**src/rtl/digseg_mux_pkg.sv**
```systemverilog
// Shared register map, CTRL/STATUS field positions and default sizing for the
// seven-segment scan multiplexer.
package digseg_mux_pkg;

   typedef enum logic [1:0] {
      REG_DATA   = 2'd0,
      REG_CTRL   = 2'd1,
      REG_STATUS = 2'd2,
      REG_RSVD   = 2'd3
   } reg_sel_e;

   localparam int unsigned CTRL_EN_BIT    = 0;
   localparam int unsigned CTRL_BLANK_LSB = 8;
   localparam int unsigned CTRL_DP_LSB    = 16;
   localparam int unsigned STAT_IDX_LSB   = 0;
   localparam int unsigned STAT_DEAD_BIT  = 8;

   typedef logic [7:0] seg_bus_t;

   typedef struct packed {
      logic [7:0] dp;
      logic [7:0] blank;
      logic       en;
   } ctrl_t;

   localparam int unsigned DEF_NUM_DIGITS     = 8;
   localparam int unsigned DEF_SCAN_DIV       = 50000;
   localparam int unsigned DEF_DEAD_CYCLES    = 2;
   localparam bit          DEF_SEG_ACTIVE_LOW = 1'b0;

endpackage

```
**src/rtl/digseg_mux_hex7.sv**
```systemverilog
// Combinational hex nibble to seven-segment (g..a) decoder.
module digseg_hex7 (
   input  logic [3:0] nibble,
   output logic [6:0] seg
);

   always_comb begin
      seg = '0;
      case (nibble)
         4'h0: seg = 7'h3F;
         4'h1: seg = 7'h06;
         4'h2: seg = 7'h5B;
         4'h3: seg = 7'h4F;
         4'h4: seg = 7'h66;
         4'h5: seg = 7'h6D;
         4'h6: seg = 7'h7D;
         4'h7: seg = 7'h07;
         4'h8: seg = 7'h7F;
         4'h9: seg = 7'h6F;
         4'hA: seg = 7'h77;
         4'hB: seg = 7'h7C;
         4'hC: seg = 7'h39;
         4'hD: seg = 7'h5E;
         4'hE: seg = 7'h79;
         4'hF: seg = 7'h71;
         default: seg = '0;
      endcase
   end

endmodule

```
**src/rtl/digseg_mux.sv**
```systemverilog
// Bus-mapped time-multiplexed seven-segment driver: DATA/CTRL/STATUS registers,
// slot/dead-time scan engine and registered segment/digit outputs.
module digseg_mux
   import digseg_mux_pkg::*;
#(
   parameter int unsigned NUM_DIGITS     = DEF_NUM_DIGITS,
   parameter int unsigned SCAN_DIV       = DEF_SCAN_DIV,
   parameter int unsigned DEAD_CYCLES    = DEF_DEAD_CYCLES,
   parameter bit          SEG_ACTIVE_LOW = DEF_SEG_ACTIVE_LOW
) (
   input  logic                  clk,
   input  logic                  rst,
   input  logic [31:0]           bus_addr_i,
   input  logic [31:0]           bus_data_i,
   output logic [31:0]           bus_data_o,
   input  logic                  bus_select_i,
   input  logic                  bus_we_i,
   output logic                  bus_ack_o,
   output logic [7:0]            seg_o,
   output logic [NUM_DIGITS-1:0] dig_sel_o
);

   localparam int unsigned         CNT_W      = $clog2(SCAN_DIV);
   localparam logic [CNT_W-1:0]    CNT_LAST   = CNT_W'(SCAN_DIV - 1);
   localparam logic [CNT_W-1:0]    ACTIVE_END = CNT_W'(SCAN_DIV - DEAD_CYCLES);
   localparam logic [2:0]          IDX_LAST   = 3'(NUM_DIGITS - 1);
   localparam seg_bus_t            SEG_OFF    = {8{SEG_ACTIVE_LOW}};
   localparam logic [NUM_DIGITS-1:0] DIG_OFF  = {NUM_DIGITS{SEG_ACTIVE_LOW}};

   logic [31:0]           data_q;
   ctrl_t                 ctrl_q;
   logic                  ack_q;
   logic [CNT_W-1:0]      cnt_q, cnt_d;
   logic [2:0]            idx_q, idx_d;

   reg_sel_e              reg_sel;
   logic                  req, wr_data, wr_ctrl, rd_req;
   logic                  dead;
   logic [31:0]           rd_val;
   logic [3:0]            nibble;
   logic [6:0]            hex_seg;
   seg_bus_t              seg_raw;
   logic [NUM_DIGITS-1:0] dig_raw;
   logic                  unused_addr;

   assign unused_addr = ^{bus_addr_i[31:4], bus_addr_i[1:0]};

   // Bus decode: a request is any selected cycle not already being acked.
   assign reg_sel = reg_sel_e'(bus_addr_i[3:2]);
   assign req     = bus_select_i & ~ack_q;
   assign rd_req  = req & ~bus_we_i;
   assign wr_data = req & bus_we_i & (reg_sel == REG_DATA);
   assign wr_ctrl = req & bus_we_i & (reg_sel == REG_CTRL);

   assign dead    = (DEAD_CYCLES != 0) && (cnt_q >= ACTIVE_END);

   always_comb begin
      rd_val = '0;
      case (reg_sel)
         REG_DATA: rd_val = data_q;
         REG_CTRL: begin
            rd_val[CTRL_EN_BIT]         = ctrl_q.en;
            rd_val[CTRL_BLANK_LSB +: 8] = ctrl_q.blank;
            rd_val[CTRL_DP_LSB +: 8]    = ctrl_q.dp;
         end
         REG_STATUS: begin
            rd_val[STAT_IDX_LSB +: 3] = idx_q;
            rd_val[STAT_DEAD_BIT]     = dead;
         end
         REG_RSVD: rd_val = '0;
         default:  rd_val = '0;
      endcase
   end

   always_ff @(posedge clk or negedge rst) begin
      if (!rst) begin
         ack_q      <= 1'b0;
         bus_data_o <= '0;
         data_q     <= '0;
         ctrl_q     <= '0;
      end else begin
         ack_q <= req;
         if (rd_req) begin
            bus_data_o <= rd_val;
         end
         if (wr_data) begin
            data_q <= bus_data_i;
         end
         if (wr_ctrl) begin
            ctrl_q.en    <= bus_data_i[CTRL_EN_BIT];
            ctrl_q.blank <= bus_data_i[CTRL_BLANK_LSB +: 8];
            ctrl_q.dp    <= bus_data_i[CTRL_DP_LSB +: 8];
         end
      end
   end

   assign bus_ack_o = ack_q;

   // A disabling CTRL write clears the scan position on its commit edge,
   // so a later enable always restarts at digit 0, count 0.
   always_comb begin
      cnt_d = cnt_q;
      idx_d = idx_q;
      if (ctrl_q.en) begin
         if (cnt_q == CNT_LAST) begin
            cnt_d = '0;
            idx_d = (idx_q == IDX_LAST) ? 3'd0 : idx_q + 3'd1;
         end else begin
            cnt_d = cnt_q + 1'b1;
         end
      end
      if (wr_ctrl && !bus_data_i[CTRL_EN_BIT]) begin
         cnt_d = '0;
         idx_d = '0;
      end
   end

   always_ff @(posedge clk or negedge rst) begin
      if (!rst) begin
         cnt_q <= '0;
         idx_q <= '0;
      end else begin
         cnt_q <= cnt_d;
         idx_q <= idx_d;
      end
   end

   assign nibble = data_q[{idx_q, 2'b00} +: 4];

   digseg_hex7 u_hex7 (
      .nibble (nibble),
      .seg    (hex_seg)
   );

   always_comb begin
      seg_raw = '0;
      dig_raw = '0;
      if (ctrl_q.en && !dead) begin
         for (int unsigned k = 0; k < NUM_DIGITS; k++) begin
            dig_raw[k] = (32'(idx_q) == k);
         end
         seg_raw = ctrl_q.blank[idx_q] ? 8'h00 : {ctrl_q.dp[idx_q], hex_seg};
      end
   end

   // Polarity is applied at the output flops so reset lands on the dark level.
   always_ff @(posedge clk or negedge rst) begin
      if (!rst) begin
         seg_o     <= SEG_OFF;
         dig_sel_o <= DIG_OFF;
      end else begin
         seg_o     <= seg_raw ^ SEG_OFF;
         dig_sel_o <= dig_raw ^ DIG_OFF;
      end
   end

endmodule

```
**config.mk**
```make
export PLATFORM = sky130hd
export DESIGN_NAME = digseg_mux
export DESIGN_NICKNAME = d
export VERILOG_FILES = /design/src/rtl/digseg_mux_pkg.sv /design/src/rtl/digseg_mux_hex7.sv /design/src/rtl/digseg_mux.sv
export SDC_FILE = /design/constraint.sdc
export NUM_CORES = 1
export LEC_CHECK = 0
export ABC_AREA = 0
export BUFFER_PORTS_ARGS = -buffer_cell sky130_fd_sc_hd__buf_4
export CORE_ASPECT_RATIO = 1.2
export CORE_MARGIN = 4
export CORE_UTILIZATION = 55
export CTS_BUF_LIST = sky130_fd_sc_hd__clkbuf_16
export CTS_CLUSTER_SIZE = 10
export DETAILED_ROUTE_END_ITERATION = 6
export GPL_TIMING_DRIVEN = 0
export PLACE_DENSITY = 0.82
export SYNTH_ARGS = -nofsm -noshare
export SYNTH_HDL_FRONTEND = slang
export SYNTH_HIERARCHICAL = 1
export SYNTH_SLANG_ARGS = --single-unit
```
**constraint.sdc**
```tcl
create_clock -name clk -period 5.39 [get_ports clk]
set_clock_uncertainty 0.15 [all_clocks]
set_input_delay 0.8085 -clock clk [delete_from_list [all_inputs] [get_ports clk]]
set_output_delay 0.8085 -clock clk [all_outputs]
set_load 0.02 [all_outputs]
```
==> impl_metrics.ini <==
[status]
status = completed

[route]
drcViolationCount = 0
firstDrtPassIters = 5
vias = 4462
wirelength_um = 14300
viasPerCell = 6.054
drt-wirelength-per-cell_um = 19.41
drt_iter0_markers = 374
ant_nets = 0

[synth]
synth_cell_types = 49
synth_xor_area_share_pct = 0.1529
synthSimpleGateAreaFrac_pct = 13.98
netlist_instances = 492
synthFlopType = dfrtp_1
ys_seq_elements = 117
synthAdderAreaFrac_pct = 3.276
synth_edf_count = 0
ys_warn_count = 6
synth_nets = 575
async_flop_share_pct = 100.0
seq_area_frac_synth_pct = 51.10
synth.top_cell.area_share_pct = 51.10
syn-mean-instance-area_um2 = 11.64
yosysTopAreaCell = dfrtp_1
synth_mux_area_share_pct = 19.46
synth_top_family_by_area = multiplexers
synthesis.area_um2 = 5729
synth-compound-area-share_pct = 8.583
synth_area_leaders = dfrtp_1 (51%), mux2_1 (9.6%), mux4_2 (4.7%)

[global_route]
top_usage_layer = met2
antenna_found_initial = 0
grt_use_total_pct = 24.66
grt_overflow = 0
met2_usage_pct = 40.51
gr-usage-met1_pct = 31.72
grt_pass1_vias = 4461
grt_pass1_wl_um = 23070
grtUsageMet3_pct = 6.395
grt_max_degree = 65

[clock_tree]
clock_sinks = 117
cts_buffers = 17
htree_num_levels = 4
max-clock-path-buffers = 2
cts-root-buf = clkbuf_16
clkTransAtPathRegs_ns = 0.06
postCtsHoldBufs = 0
cts_tree = yes
clk_latency_ns = 0.41
postCtsSetupRepairBufs = 0
post_cts_resized = 0

[timing]
period_needed_ns = 3.214
max_freq_mhz = 311.1
setup_tns_ns = 0
slew_viol_final = 0
hold_slack_ns = 0.3344
relSlewSlack_pct = 45.54
rsz0062_at_grt = no
hold_viol = 0
setup_violations = 0
fin_crit_sh_pct = 59.63
worstMarginPinSlew_ns = 0.8170

[layout]
mostFrequentLayoutCells = dfrtp_1 (117), buf_4 (86), nand2_1 (69)
area_growth_pct = 25.25
diodes = 0
final_common_cell = dfrtp_1
final_nets = 681
fillers = 693
final_layout_size_suffix_gt1_share_pct = 25.04

[floorplanning]
core-area_um2 = 10110
ioPinCount = 117
initial_utilization_pct = 56.67
die_y_um = 119.8
rows = 40
dieArea_um2 = 12120
die_x_um = 101.2

[placement]
port_buffers = 86
dp_hpwl_um = 10130
routabilityCongestion = 0.8285

[critical_path]
cp-end-kind = flip-flop
start_kind = flip-flop
criticalPathCategory = reg2reg
worstPathMaxFanout = 10
cp.arrival_ns = 3.37
required_ns = 5.55

[power]
total_power_w = 0.003326
powerDensity_nw_per_um2 = 463.6
leakage_nw = 3.351
ir_drop_uv = 240.8

[job]
cap_violations = 0

[worst_hold_path]
hold_class = reg2reg
-- layout make-up --
class	instances	area, um2	area share (%)
clock buffer	17	425.4	5.929
sequential	117	2928	40.80
buffer	35	160.2	2.232
tap	126	157.7	2.197
clock inverter	15	190.2	2.650
multi-input combinational	330	2604	36.29
inverter	10	37.54	0.5231
timing repair buffer	87	673.1	9.381
-- logic make-up after synthesis --
logic type	count (synthesis)
and+or+nand+nor	149
DFF	117
muxes	88
AOI/OAI and AO/OA	77
buffers and inverters	45
adders and majority gates	15
xor gates and xnor gates	1
-- flip-flops by register name, indices dropped and copies added, names as in the netlist --
signal	flops
bus_ack_o	1
bus_data_o	32
ctrl_q	17
data_q	32
seg_o	8
cnt_q	16
dig_sel_o	8
idx_q	3
-- where the power goes --
group          internal, W  switching [W]  total, W  leakage [nW]
Sequential         0.00107       0.000153   0.00122          1.50
Combinational     0.000438       0.000500  0.000938          1.55
Clock             0.000767       0.000400   0.00117         0.303
Total              0.00227        0.00105   0.00333          3.35
-- Yosys cell counts, drive strengths merged (2+ instances only) --
cell type,instances
nand2b,2
ha,15
nand3,8
and4,4
a21oi,19
mux2,54
dfrtp,117
o31ai,28
nor3,3
inv,10
and2,13
clkbuf,21
nand2,69
o21ai,21
or3,5
mux4,13
nor3b,2
buf,14
nand4,6
or4,9
nand3b,3
nor2b,4
mux2i,21
nor2,8
and3,7
-- critical path: stages, from the launching register on --
cell and delay (ns):
dfrtp_1 0.37, clkbuf_1 0.36, clkbuf_1 0.50, mux4_2 0.38
nand2_1 0.11, nand2_1 0.15, inv_1 0.17, ha_1 0.28
mux4_1 0.49, and2_1 0.15
-- layer usage --
layer  vias to the layer above  part of all wire (%)
met5                         -                     0
met4                         0                   2.0
met3                        29                   6.9
met2                       193                    52
met1                      2242                    39
li1                       1998                     -
-- worst paths after layout --
| path | startpoint | slack [ns] | cells after the start | to |
|---|---|---|---|---|
| max | idx_q[1] | 2.18 | 9 | seg_o[3] |
| min in group asynchronous | rst | 0.34 | 1 | bus_data_o[18] |
| min reg2reg | bus_data_o[17] | 0.33 | 2 | bus_data_o[17] |
| min | bus_data_o[17] | 0.33 | 2 | bus_data_o[17] |
| max reg2reg | idx_q[1] | 2.18 | 9 | seg_o[3] |
| max in group asynchronous | rst | 4.00 | 2 | dig_sel_o[3] |
-- through the flow --
step                      utilization [%]  setup slack (ns)  instance area, um2  std cells
after floorplan                         -             2.723                5729        492
after global placement              64.62             2.226                6533        704
final                               70.98             2.176                7176        737
after global routing                70.98             1.953                7176        737
after detailed placement            64.89             2.152                6560        705
after CTS                           70.98             2.158                7176        737
Note: power is estimated with default switching activity, not from simulation.
